===== config.mk =====
export PLATFORM = sky130hd
export DESIGN_NAME = hazard_scoreboard
export DESIGN_NICKNAME = d
export VERILOG_FILES = /design/src/rtl/hazard_scoreboard_pkg.sv /design/src/rtl/scoreboard_slot.sv /design/src/rtl/hazard_scoreboard.sv
export SDC_FILE = /design/constraint.sdc
export NUM_CORES = 1
export LEC_CHECK = 0
export BUFFER_PORTS_ARGS = -buffer_cell sky130_fd_sc_hd__buf_4
export CAP_MARGIN = 30
export CORE_ASPECT_RATIO = 1.4
export CORE_MARGIN = 4
export CORE_UTILIZATION = 46
export DETAILED_ROUTE_END_ITERATION = 8
export PLACE_DENSITY = 0.73
export SETUP_SLACK_MARGIN = 0.02
export SKIP_CTS_REPAIR_TIMING = 1
export SYNTH_ARGS = -nofsm -noshare
export SYNTH_HDL_FRONTEND = slang
export SYNTH_SLANG_ARGS = --single-unit

===== constraint.sdc =====
create_clock -name clk -period 2.1 [get_ports clk]
set_clock_uncertainty 0.2 [all_clocks]
set_input_delay 0.42 -clock clk [delete_from_list [all_inputs] [get_ports clk]]
set_output_delay 0.42 -clock clk [all_outputs]
set_load 0.03 [all_outputs]

===== src/rtl/hazard_scoreboard_pkg.sv =====
// rtl/hazard_scoreboard_pkg.sv - shared constants and match helper for the hazard scoreboard
package hazard_scoreboard_pkg;

  localparam int FWD_RF       = 0;
  localparam int DEF_REG_AW   = 5;
  localparam int DEF_ZERO_REG = 31;

  // A slot supplies a source only if it is live, writes a register, and that register is rs.
  function automatic logic slot_match(input logic used, input logic rs_zero,
                                      input logic v, input logic rw, input logic rd_eq);
    return used && !rs_zero && v && rw && rd_eq;
  endfunction

endpackage


===== src/rtl/scoreboard_slot.sv =====
// rtl/scoreboard_slot.sv - one in-flight {v, rd, rw, ld} register with load-or-bubble input
module scoreboard_slot
  import hazard_scoreboard_pkg::*;
#(
  parameter int REG_AW = DEF_REG_AW
) (
  input  logic              clk,
  input  logic              reset_n,
  input  logic              take,
  input  logic              in_v,
  input  logic [REG_AW-1:0] in_rd,
  input  logic              in_rw,
  input  logic              in_ld,
  output logic              v,
  output logic [REG_AW-1:0] rd,
  output logic              rw,
  output logic              ld
);

  always_ff @(posedge clk or negedge reset_n) begin
    if (!reset_n) begin
      v  <= 1'b0;
      rd <= '0;
      rw <= 1'b0;
      ld <= 1'b0;
    end else if (take) begin
      v  <= in_v;
      rd <= in_rd;
      rw <= in_rw;
      ld <= in_ld;
    end else begin
      v  <= 1'b0;
      rd <= '0;
      rw <= 1'b0;
      ld <= 1'b0;
    end
  end

endmodule


===== src/rtl/hazard_scoreboard.sv =====
// rtl/hazard_scoreboard.sv - load-use stall and forwarding-select controller beside decode
module hazard_scoreboard
  import hazard_scoreboard_pkg::*;
#(
  parameter int DEPTH            = 3,
  parameter int REG_AW           = DEF_REG_AW,
  parameter int ZERO_REG         = DEF_ZERO_REG,
  parameter int LOAD_READY       = 2,
  parameter int WB_WRITE_THROUGH = 1,
  parameter int CNT_W            = 16,
  parameter int FWD_W            = $clog2(DEPTH + 1)
) (
  input  logic              clk,
  input  logic              reset_n,
  input  logic              issue_valid,
  input  logic [REG_AW-1:0] issue_rd,
  input  logic              issue_reg_write,
  input  logic              issue_mem_read,
  input  logic [REG_AW-1:0] rs1,
  input  logic              rs1_used,
  input  logic [REG_AW-1:0] rs2,
  input  logic              rs2_used,
  input  logic              flush,
  output logic              stall,
  output logic [FWD_W-1:0]  fwd_sel1,
  output logic [FWD_W-1:0]  fwd_sel2,
  output logic [CNT_W-1:0]  stall_cnt
);

  // The WB slot is invisible to matching when the register file writes before it is read.
  localparam int MATCH_TOP = (WB_WRITE_THROUGH != 0) ? DEPTH - 1 : DEPTH;
  localparam logic [REG_AW-1:0] ZR = REG_AW'(ZERO_REG);

  logic [DEPTH:1]    slot_v, slot_rw, slot_ld;
  logic [REG_AW-1:0] slot_rd [1:DEPTH];
  logic [DEPTH:1]    m1, m2;
  logic              hazard_any;
  logic              issue_take;

  assign issue_take = issue_valid && !stall && !flush;

  for (genvar k = 1; k <= DEPTH; k++) begin : g_slot
    if (k == 1) begin : g_head
      scoreboard_slot #(.REG_AW(REG_AW)) u_slot (
        .clk(clk), .reset_n(reset_n), .take(issue_take),
        .in_v(1'b1), .in_rd(issue_rd), .in_rw(issue_reg_write), .in_ld(issue_mem_read),
        .v(slot_v[k]), .rd(slot_rd[k]), .rw(slot_rw[k]), .ld(slot_ld[k])
      );
    end else begin : g_tail
      scoreboard_slot #(.REG_AW(REG_AW)) u_slot (
        .clk(clk), .reset_n(reset_n), .take(1'b1),
        .in_v(slot_v[k-1]), .in_rd(slot_rd[k-1]), .in_rw(slot_rw[k-1]), .in_ld(slot_ld[k-1]),
        .v(slot_v[k]), .rd(slot_rd[k]), .rw(slot_rw[k]), .ld(slot_ld[k])
      );
    end
  end

  always_comb begin
    m1         = '0;
    m2         = '0;
    hazard_any = 1'b0;
    for (int k = 1; k <= DEPTH; k++) begin
      if (k <= MATCH_TOP) begin
        m1[k] = slot_match(rs1_used, rs1 == ZR, slot_v[k], slot_rw[k], slot_rd[k] == rs1);
        m2[k] = slot_match(rs2_used, rs2 == ZR, slot_v[k], slot_rw[k], slot_rd[k] == rs2);
      end
      if (k < LOAD_READY && slot_ld[k] && (m1[k] || m2[k])) hazard_any = 1'b1;
    end
  end

  assign stall = issue_valid && hazard_any && !flush;

  // Scan oldest to youngest so the youngest producer overwrites the select last.
  always_comb begin
    fwd_sel1 = FWD_W'(FWD_RF);
    fwd_sel2 = FWD_W'(FWD_RF);
    for (int k = DEPTH; k >= 1; k--) begin
      if (m1[k]) fwd_sel1 = FWD_W'(k);
      if (m2[k]) fwd_sel2 = FWD_W'(k);
    end
  end

  always_ff @(posedge clk or negedge reset_n) begin
    if (!reset_n) begin
      stall_cnt <= '0;
    end else if (stall && stall_cnt != {CNT_W{1'b1}}) begin
      stall_cnt <= stall_cnt + 1'b1;
    end
  end

endmodule


# == After elaboration in Yosys (flattened, before gate mapping) ==
# Cells that the tools add are included.
# W data, S select, Z words.
# word_totals
reg_bits,31
wordCells,50
# op_classes
n_addsub,1
eq_ne,7
muxes,9
n_reduce_logical,25
# ops
op,count
$eq A5 B5 Y1,4
$logic_and A1 B1 Y1,20
$add A16 B1 Y16 const B,1
$ne A16 B16 Y1 const B,1
$eq A5 B5 Y1 const B,2
$mux W2,4
$mux W5,1
$logic_not A1 Y1,4
$mux W1,4
$logic_or A1 B1 Y1,1

# == Longest topological paths before layout ==
# Gate-level depths: netlist (run 1).
# logic_depth
ltp_word,15
ltp_mapped,9

# == Hierarchy ==
# From an unflattened synthesis (run 1), not the netlist that was laid out.
# hier_totals
hier_cells,148
hier_area_um2,1709.1
# modules_own_cells
mod,instances,cells_per_inst,area_per_inst_um2,seq_area_each_um2
hazard_scoreboard,1,116,1208.7,400.4
scoreboard_slot,2,16,250.2,200.2

# == Worst setup path before layout (run 1) ==
# No wires, ideal clock.
# synth_path
kind,reg-to-output
from,register g_slot[1].g_head.u_slot.rd[0]
to,output port stall
arrival_time_ns,1.891
required_ns,1.480
path_slack_ns,-0.411
path_stages_with_launch,6
n_path_buf,0
path_cell_list,dfrtp_1 xnor2_1 nand4_1 nor4_4 nor2_2 nor2_1
# synth_between
elab_chain_cells,7
elab_cells_between_ends,9
classes_between,eq/ne (2); mux (1); reduce/logical (6)
# synth_rtl
element,line,source
start: declaration,scoreboard_slot.sv:15,"output logic [REG_AW-1:0] rd,"
start signal: assignment,scoreboard_slot.sv:28,rd <= in_rd;
"$eq A5 B5 Y1, on equally long branches","hazard_scoreboard.sv:64, hazard_scoreboard.sv:65",
$logic_and A1 B1 Y1,hazard_scoreboard_pkg.sv:11,return used && !rs_zero && v && rw && rd_eq;
$logic_or A1 B1 Y1 *,hazard_scoreboard.sv:67,if (k < LOAD_READY && slot_ld[k] && (m1[k] || m2[k])) hazard_any = 1'b1;
$logic_and A1 B1 Y1 *,hazard_scoreboard.sv:67,
$mux W1 *,hazard_scoreboard.sv:67,
$logic_and A1 B1 Y1 * (2 in series),hazard_scoreboard.sv:71,assign stall = issue_valid && hazard_any && !flush;
end: declaration,hazard_scoreboard.sv:24,"output logic stall,"
# Every way passes the cells marked *; elsewhere a longest branch is shown, timed or not.

# == Worst setup path in the final report (run 1) ==
# layout_path
from,register g_slot[1].g_head.u_slot.rd[2]
to,output port stall
# Same word-level chain as after synthesis.

==> results of run 1 <==
==> report_power, final <==
part | switching (W) | internal, W | leakage (nW) | total, W
logic | 0.0000597 | 0.0000654 | 0.749 | 0.000125
clock network | 0.000200 | 0.000256 | 0.0470 | 0.000456
registers | 0.0000108 | 0.000609 | 0.418 | 0.000620
==> layout by cell type, fill, tap and decap left out, types with 3 or more instances in the layout <==
| cell | n |
|---|---|
| buf_4 | 65 |
| dfrtp_1 | 27 |
| xor2_1 | 23 |
| nand2_1 | 13 |
| xnor2_1 | 7 |
| buf_6 | 7 |
| nor2_4 | 6 |
| and2_1 | 6 |
| clkbuf_8 | 6 |
| nor4_2 | 5 |
| nand3_1 | 5 |
| xnor2_2 | 4 |
| nand4_1 | 4 |
| dfrtp_2 | 4 |
| nand3_2 | 3 |
| nor3_4 | 3 |
| nor2_2 | 3 |
| nor2_1 | 3 |
==> metal layers <==
layer  GRT usage (%)  routed length (µm)
met4            9.74                  80
met2            34.0                2200
met1            21.0                1410
met3            4.03                 164
met5               0                   0
==> worst register-to-register path, cell delays in order, from the launching register on <==
cell	delay, ns
dfrtp_2	0.43
xnor2_1	0.17
nand4_1	0.16
nor4_4	0.16
buf_4	0.17
nor2_4	0.05
buf_4	0.13
nor4_1	0.40
xor2_1	0.20
==> flip-flops by register name, indices dropped and copies added, names as in the netlist <==
signal,flops
g_slot.g_tail.u_slot.rw,1
stall_cnt,16
g_slot.g_head.u_slot.rd,5
g_slot.g_tail.u_slot.rd,5
g_slot.g_tail.u_slot.v,1
g_slot.g_head.u_slot.ld,1
g_slot.g_head.u_slot.rw,1
g_slot.g_head.u_slot.v,1
==> cell families (layout without fill, tap and decap cells) <==
logic type                 Yosys count  in the layout  share of synthesized area (%)
and+or+nand+nor                     65             65                           25.0
xor gates and xnor gates            34             34                           19.2
DFF                                 31             31                           50.0
AOI/OAI and AO/OA                    5              5                           2.10
buffers and inverters                4             83                           1.53
muxes                                2              2                           1.45
adders and majority gates            1              1                          0.806
==> cell type report <==
class,count,share of cell area [%]
flip-flops and latches,31,31.6
inverters,1,0.152
clock inverters,1,0.203
repair buffers,75,24.8
multi-input cells,107,37.9
clock buffers,6,3.34
well taps,39,1.98
==> worst max-delay path by stage <==
| stage | start | end | slack [ns] | cells past startpoint |
|---|---|---|---|---|
| after floorplan | stall_cnt[0] | stall_cnt[1] | -0.17 | 8 |
| after global placement | rs1[0] | fwd_sel1[1] | -0.18 | 6 |
| after detailed placement | rs2[3] | fwd_sel2[1] | -0.18 | 6 |
| after CTS | g_slot[2].g_tail.u_slot.rd[3] | fwd_sel2[1] | -0.30 | 5 |
| after global routing | g_slot[1].g_head.u_slot.rd[4] | stall | -0.30 | 7 |
| final | g_slot[1].g_head.u_slot.rd[2] | stall | -0.18 | 7 |
==> per-stage QoR <==
| stage | total power [W] | instances | worst slack (ns) |
|---|---|---|---|
| final | 0.00120 | 260 | -0.183 |
| after CTS | 0.00121 | 255 | -0.301 |
| after global routing | 0.00126 | 260 | -0.295 |
| after floorplan | 0.000678 | 142 | -0.166 |
| after global placement | 0.000746 | 248 | -0.176 |
| after detailed placement | 0.000750 | 248 | -0.183 |
==> results_dict.tcl, run 1 <==
set metrics [dict create \
    status "finished with violations" \
    violations "setup timing" \
    fillers 218 \
    fin_util_pct 77.6 \
    fmaxAchievable_mhz 438 \
    hold_viol_final 0 \
    place_area_um2 2230 \
    min_to "g_slot[1].g_head.u_slot.ld" \
    r2r_end "stall_cnt[6]" \
    p_per_area_nw_per_um2 487 \
    r2r_slack_ns -0.05 \
    chipWidth_um 57.1 \
    relSlewSlack_pct 71.9 \
    antenna_left 0 \
    dp_hpwl_um 3000 \
    ys_ff_latch 31 \
    finalCritPeriodShare_pct 109 \
    drcViolationCount 0 \
    critPathSlowestCell "dfrtp_2" \
    grt_pass1_vias 1431 \
    vias 1318 \
    synthTopCellsByCount "dfrtp_1, xor2_1, nand2_1, nor2_1, xnor2_1" \
    synth.distinct_cells 28 \
    ir_drop_mv 0.534 \
    core_area_um2 3180 \
    grt_max_degree 32 \
    reg2reg_from "g_slot[1].g_head.u_slot.rd[2]" \
    first_pass_iters 3 \
    cts_root_buf "clkbuf_8" \
    syn_inst 142 \
    gp_congestion 0.936 \
    grt_overflow_total 0 \
    final_area_um2 2470 \
    synthArstFlopShare_pct 100 \
    seq_area_frac_synth_pct 50.0 \
    drtIter0Drc 18 \
    min_path_cells 2 \
    layout_setup_ws_ns -0.183 \
    synth_enable_flop_cells 0 \
    finalSetupTns_ns -0.791 \
    die_h_um 76.7 \
    critical-path-top-delay-family "simple AND/OR/NAND/NOR gates" \
    slowest_delay_ns 0.43 \
    antennaDiodeCount 0 \
    rsz0062_at_grt "yes" \
    start_kind "register" \
    grt_pass1_wl_um 6540 \
    ff2ff_path_depth 8 \
    viasPerCell 5.07 \
    numCtsBuffers 5 \
    cts_tree "built" \
    worstSetupPathType "register to output pin" \
    grtUsageTotal_pct 19.2 \
    fin_crit_ns 2.28 \
    nNetsFinal 245 \
    wl_um 3860 \
    critical_path.cell_chain "xnor2_1 -> nand4_1 -> nor4_4 -> buf_4 -> nor2_4 -> nor2_4 -> buf_6" \
    htreeDepth 2 \
    hold_path_class "primary input to register" \
    drv_cap 0 \
    leakagePower_nw 1.21 \
    synth.most_common_cell "dfrtp_1" \
    finalMaxSlewViolations 0 \
    critPathRequiredTime_ns 1.48 \
    synth_area_leader_cell "dfrtp_1" \
    setup_viol 8 \
    final-seq-area_um2 781 \
    tightest_slew_ns 0.417 \
    endpoint_kind "output pin" \
    die_area_um2 4380 \
    clock_latency_ns 0.28 \
    syn2layout_area_growth_pct 59.1 \
    io_buffers 43 \
    antenna_found_initial 0 \
    synth_area_um2 1550 \
    wl_per_cell_um 14.8 \
    synth.avg_cell_area_um2 10.9 \
    yosysTopAreaCellShare_pct 50.0 \
    critPathBufInv 2 \
    cts_num_sinks 31 \
    cpMostUsedCell "nor2_4" \
    synthTopCellsByArea "dfrtp_1, xor2_1, xnor2_1" \
    rows 24 \
    initial_core_util_pct 48.8 \
    yosysWarnings 0 \
    layout-drive-gt1-share_pct 54.8 \
    critPathArrivalTime_ns 1.66 \
    hp-start "issue_mem_read" \
    worst-path-max-fanout 4 \
    cts_buffer_depth 2 \
    multi_input_area_um2 937 \
    io_pins 44 \
    synth_nets 166 \
    synth-main-ff-cell "dfrtp_1" \
    holdWs_ns 0.158 \
    clk_pin_slew_ns 0.06 \
]
(Power assumes the default switching activity.)
==> run 2, diff against run 1 <==
--- a/config.mk
+++ b/config.mk
@@ -12,6 +12,7 @@
 export CORE_UTILIZATION = 46
 export DETAILED_ROUTE_END_ITERATION = 8
 export PLACE_DENSITY = 0.73
+export RECOVER_POWER = 25
 export SETUP_SLACK_MARGIN = 0.02
 export SKIP_CTS_REPAIR_TIMING = 1
 export SYNTH_ARGS = -nofsm -noshare
==> results_dict.tcl, run 2 (same netlist as run 1, synthesis figures left out) <==
set metrics [dict create \
    clock_latency_ns 0.28 \
    hold_viol_final 0 \
    relSlewSlack_pct 50.8 \
    wl_per_cell_um 14.9 \
    grt_pass1_vias 1431 \
    critPathArrivalTime_ns 1.66 \
    setup_viol 8 \
    rows 24 \
    grt_most_used_layer "met2" \
    dp_hpwl_um 3000 \
    antennaDiodeCount 0 \
    dpl.cell_count 248 \
    use_met3_pct 4.03 \
    status "finished with violations" \
    antenna_found_initial 0 \
    finalSetupTns_ns -0.772 \
    finalMaxSlewViolations 0 \
    cts_tree "built" \
    grt_max_degree 32 \
    critPathRequiredTime_ns 1.48 \
    finalCritPeriodShare_pct 109 \
    violations "setup timing" \
    hp-start "issue_mem_read" \
    grt_overflow_total 0 \
    final_area_um2 2470 \
    worstSetupStartpoint "g_slot[1].g_head.u_slot.rd[2]" \
    switching_power_w 0.000271 \
    wl_um 3860 \
    sequentialPowerShare_pct 51.6 \
    htreeDepth 2 \
    first_pass_iters 3 \
    layout_setup_ws_ns -0.181 \
    clk_pin_slew_ns 0.06 \
    tightest_slew_ns 0.739 \
    p_clk_share_pct 38.0 \
    fin_crit_ns 2.28 \
    final_common_cell "buf_4" \
    final_cell_mix "buf_4, dfrtp_1, xor2_1" \
    p_per_area_nw_per_um2 487 \
    fin_cells 260 \
    holdWs_ns 0.158 \
    worstSetupPathType "register to output pin" \
    vias 1318 \
    antenna_left 0 \
    met1_usage_pct 21.0 \
    cts_buffer_depth 2 \
    grtUsageTotal_pct 19.2 \
    power_frac_comb_pct 10.4 \
    regMostFlops "stall_cnt" \
    grt_pass1_wl_um 6540 \
    initial_core_util_pct 48.8 \
    drv_cap 0 \
    leakagePower_nw 1.21 \
    cts_root_buf "clkbuf_8" \
    ir_drop_mv 0.534 \
    pre_cts_slack_ns -0.183 \
    fmaxAchievable_mhz 438 \
    nNetsFinal 245 \
    reg_top3 "stall_cnt: 16 flops, g_slot.g_head.u_slot.rd: 5 flops, g_slot.g_tail.u_slot.rd: 5 flops" \
    cts_num_sinks 31 \
    chipWidth_um 57.1 \
    worst-path-max-fanout 4 \
    gp_congestion 0.936 \
    rsz0062_at_grt "yes" \
    hold_path_class "primary input to register" \
    switching_share_pct 22.5 \
    endpoint_kind "output pin" \
    place_area_um2 2230 \
    drcViolationCount 0 \
    die_area_um2 4380 \
    largest_reg_flops 16 \
    io_pins 44 \
    start_kind "register" \
    die_h_um 76.7 \
    io_buffers 43 \
    syn2layout_area_growth_pct 58.9 \
    core_area_um2 3180 \
    drtIter0Drc 18 \
    viasPerCell 5.07 \
    reg2reg_from "g_slot[1].g_head.u_slot.rd[2]" \
    layout-drive-gt1-share_pct 54.8 \
    p_int_w 0.000930 \
    numCtsBuffers 5 \
    use_met2_pct 34.0 \
]
run 2: cell types whose count changed in the layout (fill, tap and decap cells not counted), sizes merged:
cell,change
buf,-2
clkbuf,+2
run 2: final timing paths:
kind / to / slack [ns] / cells past startpoint
min in group asynchronous: stall_cnt[9] / 0.54 / 2
max in group asynchronous: g_slot[1].g_head.u_slot.rd[3] / 0.64 / 2
max reg2reg: stall_cnt[6] / -0.05 / 8
min: g_slot[1].g_head.u_slot.ld / 0.16 / 2
min reg2reg: g_slot[2].g_tail.u_slot.v / 0.18 / 0
max: stall / -0.18 / 7
run 2: power by group through the flow:
stage	registers, W	clock network, W	logic (W)
6_report	0.000620	0.000456	0.000124
2_1_floorplan	0.000629	0	0.0000488
5_1_grt	0.000622	0.000500	0.000135
3_3_place_gp	0.000630	0	0.000116
3_5_place_dp	0.000631	0	0.000119
4_1_cts	0.000620	0.000472	0.000119
run 2: metrics by stage:
step	power (W)	utilization, %
6_report	0.00120	77.5
5_1_grt	0.00126	77.5
4_1_cts	0.00121	72.9
3_5_place_dp	0.000750	70.1
3_3_place_gp	0.000746	70.1
2_1_floorplan	0.000678	-
run 2: area by class of cell:
cell class / instances / area (µm²)
Clock inverter: 1 / 5.00
Inverter: 1 / 3.75
Clock buffer: 6 / 82.6
Timing Repair Buffer: 75 / 609
Tap cell: 39 / 48.8
Sequential cell: 31 / 781
Multi-Input combinational cell: 107 / 937
Fill cell: 219 / 716
run 2: per-layer routing:
metal / wire [µm] / up-vias / part of all wire (%)
li1: - / 640 / -
met1: 1410 / 636 / 37
met2: 2200 / 34 / 57
met3: 164 / 8 / 4.2
met4: 80 / 0 / 2.1
met5: 0 / - / 0
run 2: critical path, cell delays in order, from the launching register on:
cell     delay, ns
dfrtp_2       0.43
xnor2_1       0.17
nand4_1       0.16
nor4_4        0.16
buf_4         0.17
nor2_4        0.05
nor2_4        0.10
buf_6         0.14
